## src/rtl/melody_sequencer.sv

```systemverilog
// Melody sequencer: walks a fixed note table, playing each entry for a
// programmable number of ticks and inserting a silent gap between entries.
//
// state  | meaning
// IDLE   | waiting for start, outputs quiet
// LOAD   | one cycle to fetch the table entry at step
// PLAY   | note sounding (rests are timed but silent)
// GAP    | silent gap after a note
// DONE   | one-cycle completion pulse, then IDLE
module melody_sequencer #(
    parameter int TICK_CYCLES = 100000,
    parameter int NOTE_TICKS  = 250,
    parameter int GAP_TICKS   = 20,
    parameter int SONG_LEN    = 16
) (
    input  logic       clk,
    input  logic       reset,
    input  logic       start,
    input  logic       stop,
    input  logic       loop_en,
    output logic [3:0] note_idx,
    output logic       tone_en,
    output logic [3:0] step,
    output logic       busy,
    output logic       done
);

    localparam int PW       = (TICK_CYCLES > 1) ? $clog2(TICK_CYCLES) : 1;
    localparam int PLAY_MAX = 4 * NOTE_TICKS;
    localparam int T_MAX    = (PLAY_MAX > GAP_TICKS) ? PLAY_MAX : GAP_TICKS;
    localparam int TW       = (T_MAX > 1) ? $clog2(T_MAX) : 1;

    typedef enum logic [2:0] {
        S_IDLE,
        S_LOAD,
        S_PLAY,
        S_GAP,
        S_DONE
    } state_t;

    state_t          state_q, state_d;
    logic [3:0]      step_q, step_d;
    logic [3:0]      note_q, note_d;
    logic [1:0]      dur_q, dur_d;
    logic            tone_q, tone_d;
    logic            busy_q, busy_d;
    logic            done_q, done_d;
    logic            wrap_q, wrap_d;
    logic [PW-1:0]   presc_q, presc_d;
    logic [TW-1:0]   tick_q, tick_d;

    logic [3:0]      rom_note;
    logic [1:0]      rom_dur;
    logic [3:0]      step_nx;
    logic            wrap_nx;
    logic [TW-1:0]   tgt_m1;
    logic            presc_last;
    logic            expire;
    logic            is_end;

    // Melody table, entries are {note code, duration code}; note F ends the song
    always_comb begin
        rom_note = 4'hF;
        rom_dur  = 2'd0;
        case (step_q)
            4'd0: begin rom_note = 4'h1; rom_dur = 2'd0; end
            4'd1: begin rom_note = 4'h3; rom_dur = 2'd1; end
            4'd2: begin rom_note = 4'h0; rom_dur = 2'd0; end
            4'd3: begin rom_note = 4'h5; rom_dur = 2'd3; end
            default: begin rom_note = 4'hF; rom_dur = 2'd0; end
        endcase
    end

    // Step advance; running off the end of the table counts as an end marker
    always_comb begin
        if (step_q == 4'(SONG_LEN - 1)) begin
            step_nx = 4'd0;
            wrap_nx = 1'b1;
        end else begin
            step_nx = step_q + 4'd1;
            wrap_nx = 1'b0;
        end
    end

    // Duration compare: the current state expires on the last cycle of its last tick
    always_comb begin
        if (state_q == S_GAP) begin
            tgt_m1 = TW'(GAP_TICKS - 1);
        end else begin
            tgt_m1 = TW'((int'(dur_q) + 1) * NOTE_TICKS - 1);
        end
        presc_last = (presc_q == PW'(TICK_CYCLES - 1));
        expire     = presc_last && (tick_q == tgt_m1);
        is_end     = (rom_note == 4'hF) || wrap_q;
    end

    // Next-state and next-output logic
    always_comb begin
        state_d = state_q;
        step_d  = step_q;
        note_d  = note_q;
        dur_d   = dur_q;
        tone_d  = tone_q;
        busy_d  = busy_q;
        done_d  = 1'b0;
        wrap_d  = wrap_q;
        presc_d = '0;
        tick_d  = '0;

        if (stop) begin
            state_d = S_IDLE;
            note_d  = 4'd0;
            tone_d  = 1'b0;
            busy_d  = 1'b0;
        end else begin
            case (state_q)
                S_IDLE: begin
                    note_d = 4'd0;
                    tone_d = 1'b0;
                    busy_d = 1'b0;
                    if (start) begin
                        step_d  = 4'd0;
                        wrap_d  = 1'b0;
                        busy_d  = 1'b1;
                        state_d = S_LOAD;
                    end
                end
                S_LOAD: begin
                    if (!is_end) begin
                        note_d  = rom_note;
                        dur_d   = rom_dur;
                        tone_d  = (rom_note != 4'd0);
                        state_d = S_PLAY;
                    end else if (loop_en && ((step_q != 4'd0) || wrap_q)) begin
                        step_d = 4'd0;
                        wrap_d = 1'b0;
                    end else begin
                        busy_d  = 1'b0;
                        done_d  = 1'b1;
                        state_d = S_DONE;
                    end
                end
                S_PLAY: begin
                    if (expire) begin
                        note_d = 4'd0;
                        tone_d = 1'b0;
                        if (GAP_TICKS > 0) begin
                            state_d = S_GAP;
                        end else begin
                            step_d  = step_nx;
                            wrap_d  = wrap_nx;
                            state_d = S_LOAD;
                        end
                    end else begin
                        presc_d = presc_last ? '0 : presc_q + PW'(1);
                        tick_d  = presc_last ? tick_q + TW'(1) : tick_q;
                    end
                end
                S_GAP: begin
                    if (expire) begin
                        step_d  = step_nx;
                        wrap_d  = wrap_nx;
                        state_d = S_LOAD;
                    end else begin
                        presc_d = presc_last ? '0 : presc_q + PW'(1);
                        tick_d  = presc_last ? tick_q + TW'(1) : tick_q;
                    end
                end
                S_DONE: begin
                    busy_d  = 1'b0;
                    tone_d  = 1'b0;
                    note_d  = 4'd0;
                    state_d = S_IDLE;
                end
                default: begin
                    state_d = S_IDLE;
                    busy_d  = 1'b0;
                    tone_d  = 1'b0;
                    note_d  = 4'd0;
                end
            endcase
        end
    end

    // State and registered outputs
    always_ff @(posedge clk or posedge reset) begin
        if (reset) begin
            state_q <= S_IDLE;
            step_q  <= 4'd0;
            note_q  <= 4'd0;
            dur_q   <= 2'd0;
            tone_q  <= 1'b0;
            busy_q  <= 1'b0;
            done_q  <= 1'b0;
            wrap_q  <= 1'b0;
            presc_q <= '0;
            tick_q  <= '0;
        end else begin
            state_q <= state_d;
            step_q  <= step_d;
            note_q  <= note_d;
            dur_q   <= dur_d;
            tone_q  <= tone_d;
            busy_q  <= busy_d;
            done_q  <= done_d;
            wrap_q  <= wrap_d;
            presc_q <= presc_d;
            tick_q  <= tick_d;
        end
    end

    assign note_idx = note_q;
    assign tone_en  = tone_q;
    assign step     = step_q;
    assign busy     = busy_q;
    assign done     = done_q;

endmodule

```

## config.mk

```make
export PLATFORM = sky130hd
export DESIGN_NAME = melody_sequencer
export DESIGN_NICKNAME = d
export VERILOG_FILES = /design/src/rtl/melody_sequencer.sv
export SDC_FILE = /design/constraint.sdc
export NUM_CORES = 1
export LEC_CHECK = 0
export ABC_CLOCK_PERIOD_IN_PS = 9130
export CAP_MARGIN = 20
export CORE_ASPECT_RATIO = 1.5
export CORE_MARGIN = 4
export CORE_UTILIZATION = 64
export CTS_BUF_LIST = sky130_fd_sc_hd__clkbuf_16
export CTS_CLUSTER_DIAMETER = 50
export DETAILED_ROUTE_END_ITERATION = 8
export GPL_TIMING_DRIVEN = 0
export PLACE_DENSITY_LB_ADDON = 0.08
export REMOVE_ABC_BUFFERS = 1
export SYNTH_ARGS = -nofsm -noshare
export SYNTH_HDL_FRONTEND = slang
export SYNTH_SLANG_ARGS = --single-unit
```

## constraint.sdc

```tcl
create_clock -name clk -period 9.13 [get_ports clk]
set_input_delay 1.826 -clock clk [delete_from_list [all_inputs] [get_ports clk]]
set_output_delay 1.826 -clock clk [all_outputs]
set_load 0.05 [all_outputs]
```

==> insert_results.sql <==
INSERT INTO impl_metrics (metric_group, metric, value, unit) VALUES
('power', 'combPwrFrac', '0.201', ''),
('worst_hold_path', 'hold-path-cell-count', '1', ''),
('power', 'seqPwrFrac', '0.411', ''),
('synth', 'synth-edff-count', '0', ''),
('worst_setup_path', 'ff2ff_path_depth', '11', ''),
('power', 'share_of_total_power_in_the_clock_network', '0.388', ''),
('floorplanning', 'fp.dieW', '60.7', 'um'),
('drt', 'drt-total-wl', '5.65', 'mm'),
('worst_hold_path', 'end_of_the_worst_hold_path', 'presc_q[0]$_DFF_PP0_', ''),
('power', 'worst_ir_drop_vdd', '0.000166', 'V'),
('worst_hold_path', 'hp-start', 'presc_q[0]$_DFF_PP0_', ''),
('timing', 'timing.slew.headroom', '0.399', ''),
('worst_setup_path', 'worstSetupStartpoint', 'dur_q[0]$_DFFE_PP0P_', ''),
('synth', 'synth-warning-count', '0', ''),
('floorplanning', 'io_pins', '16', ''),
('cts', 'clk_latency', '0.28', 'ns'),
('global_route', 'grt_max_degree', '45', ''),
('power', 'power_per_cell_area', '177', 'nW/um^2'),
('synth', 'syn-mean-instance-area', '9.10', 'um^2'),
('timing', 'fin_crit', '3.45', 'ns'),
('worst_setup_path', 'end_of_the_worst_register_to_register_path', 'step[1]$_DFFE_PP0P_', ''),
('cts', 'cts_htree_levels', '2', ''),
('layout', 'final_net_count', '322', ''),
('place', 'hpwlAfterDp', '3.96', 'mm'),
('worst_setup_path', 'crit_type', 'flop to flop', ''),
('cts', 'ctsLongestPathBuffers', '2', ''),
('drt', 'first_pass_detailed_route_iteration_total', '4', ''),
('drt', 'postRouteAntennaNets', '0', ''),
('power', 'power_switching_share', '0.309', ''),
('synth', 'main_synth_ff_type', 'dfrtp_1', ''),
('cts', 'postCtsHoldBufs', '0', ''),
('synth', 'postSynthCellCount', '293', ''),
('power', 'net-switching-power', '0.164', 'mW'),
('layout', 'area.growth.synth_to_final', '12.3', '%'),
('worst_setup_path', 'worstSetupEndpointType', 'flop', ''),
('cts', 'cts_root_buffer', 'clkbuf_16', ''),
('power', 'power_leakage', '1.25', 'nW'),
('power', 'cell_internal_pwr', '0.367', 'mW'),
('global_route', 'grt_pass1_wl', '9.34', 'mm'),
('timing', 'report.final.setup_viol', '0', ''),
('cts', 'tritoncts', 'yes', ''),
('run_status', 'run_status', 'complete, no violations', ''),
('synth', 'netlist_area', '2670', 'um^2'),
('floorplanning', 'fp.dieH', '87.1', 'um'),
('worst_setup_path', 'crit_required', '9.30', 'ns'),
('place', 'portBuffers', '15', ''),
('drt', 'wl_per_cell', '16.1', 'um'),
('layout', 'most_frequent_cells_in_the_layout', 'dfrtp_1, nor2_1, nand2_1', ''),
('worst_setup_path', 'worst_ep_arrival_time', '3.62', 'ns'),
('global_route', 'grt_antenna_before_repair', '0', ''),
('cts', 'clkSlewWorstSetupHoldPaths', '0.06', 'ns'),
('floorplanning', 'dieArea', '5290', 'um^2'),
('layout', 'insertedDiodeCount', '0', ''),
('global_route', 'grt.total_usage', '0.231', ''),
('timing', 'setup-tns-final', '0', 'ns'),
('drt', 'number_of_remaining_drc_errors', '0', ''),
('layout', 'final_layout_size_suffix_gt1_frac', '0.0621', ''),
('global_route', 'total_global_routing_overflow', '0', ''),
('timing', 'final-hold-violation-count', '0', ''),
('drt', 'detail_route.vias_per_cell', '6.24', ''),
('worst_hold_path', 'hold_path_class', 'flop to flop', ''),
('global_route', 'first_global_vias', '2041', ''),
('cts', 'post-cts-setup-buffers', '0', ''),
('place', 'place.gp.congestion', '0.910', ''),
('synth', 'synth-async-reset-ratio', '1.00', ''),
('worst_setup_path', 'crit_path_max_fanout', '13', ''),
('layout', 'final_cell_count_no_fill', '351', ''),
('worst_setup_path', 'rr_startpoint', 'dur_q[0]$_DFFE_PP0P_', ''),
('floorplanning', 'core.rowCount', '28', ''),
('timing', 'timing_max_transition_violations_final', '0', ''),
('timing', 'layout_worst_path_cycle_share', '0.378', '');
==> metrics by stage <==
step	hold WS (ns)	cell area (um^2)	utilization	power (mW)	setup WS, ns
2_1_floorplan	0.425	2620	-	0.295	6.15
3_3_place_gp	0.441	2820	0.707	0.324	5.42
3_5_place_dp	0.445	2820	0.707	0.327	5.46
4_1_cts	0.454	3000	0.750	0.535	5.69
5_1_grt	0.484	3000	0.750	0.557	5.44
6_report	0.454	3000	0.750	0.531	5.68
==> metal layers <==
metal | share of wire | global-route usage
met2 | 0.54 | 0.408
met1 | 0.42 | 0.284
met4 | 0.011 | 0.0671
met3 | 0.026 | 0.0326
met5 | 0 | 0
==> final cells by class <==
type	instances	area [um^2]
Clock buffer	5	125
Clock inverter	3	46.3
Fill cell	305	998
Inverter	10	37.5
Multi-Input combinational cell	229	1480
Sequential cell	44	1100
Tap cell	45	56.3
Timing Repair Buffer	15	150
==> logic make-up (layout without fill, tap and decap cells) <==
| group | Yosys count | count (layout) | synth area share |
|---|---|---|---|
| compound gates | 55 | 55 | 0.141 |
| fa+ha+maj | 12 | 12 | 0.0563 |
| flops | 44 | 44 | 0.413 |
| xor+xnor | 28 | 28 | 0.0919 |
| simple gates | 134 | 134 | 0.265 |
| buf+inv | 20 | 33 | 0.0328 |
==> worst max-delay path by stage <==
stage	end	slack [ns]
after global placement	tick_q[6]$_DFFE_PP0P_	5.42
after detailed placement	tick_q[9]$_DFFE_PP0P_	5.46
after CTS	step[1]$_DFFE_PP0P_	5.69
after global routing	step[1]$_DFFE_PP0P_	5.44
after floorplan	tick_q[5]$_DFFE_PP0P_	6.15
final	step[1]$_DFFE_PP0P_	5.68
==> power groups by stage <==
stage	logic, mW	clock network, mW	registers [mW]
4_1_cts	0.106	0.211	0.218
5_1_grt	0.119	0.218	0.220
3_3_place_gp	0.103	0	0.221
6_report	0.107	0.206	0.218
2_1_floorplan	0.0632	0	0.232
3_5_place_dp	0.105	0	0.222
==> registers in the layout, indices dropped and copies added (netlist names), 2 cells and up <==
name and cells:
state_q 3, note_idx 4, tick_q 10, presc_q 17
step 4, dur_q 2
==> critical path, stage by stage (launching register included) <==
cell and delay [ns]:
dfrtp_1 0.57, inv_1 0.14, ha_1 0.42, xor2_1 0.22
ha_1 0.28, nand2_1 0.11, or3_1 0.34, a221oi_1 0.25
a211o_1 0.24, and3_1 0.41, o21ai_2 0.12, a32o_1 0.23
==> Yosys cell counts, types with 2 or more instances <==
| cell type | number | area [um^2] |
|---|---|---|
| nand4b_1 | 3 | 26.3 |
| or2_2 | 2 | 12.5 |
| ha_1 | 12 | 150 |
| buf_2 | 4 | 20.0 |
| clkbuf_1 | 4 | 15.0 |
| a21oi_1 | 16 | 80.1 |
| a32o_1 | 3 | 30.0 |
| nand3b_1 | 2 | 15.0 |
| nand2_1 | 24 | 90.1 |
| xor2_1 | 19 | 166 |
| nand4_1 | 14 | 87.6 |
| nor2b_1 | 2 | 12.5 |
| a31oi_1 | 2 | 12.5 |
| o311a_1 | 2 | 20.0 |
| nand3_1 | 15 | 75.1 |
| nand2b_1 | 2 | 12.5 |
| o211ai_1 | 3 | 22.5 |
| and3b_1 | 2 | 17.5 |
| o21ai_0 | 13 | 65.1 |
| dfrtp_1 | 44 | 1100 |
| and3_1 | 7 | 43.8 |
| o2bb2ai_1 | 2 | 17.5 |
| a31o_2 | 2 | 17.5 |
| or3_1 | 5 | 31.3 |
| nor3_1 | 6 | 30.0 |
| inv_1 | 10 | 37.5 |
| and2_1 | 2 | 12.5 |
| nor2_1 | 39 | 146 |
| xnor2_1 | 9 | 78.8 |
Note: power is estimated with default switching activity, not from simulation.
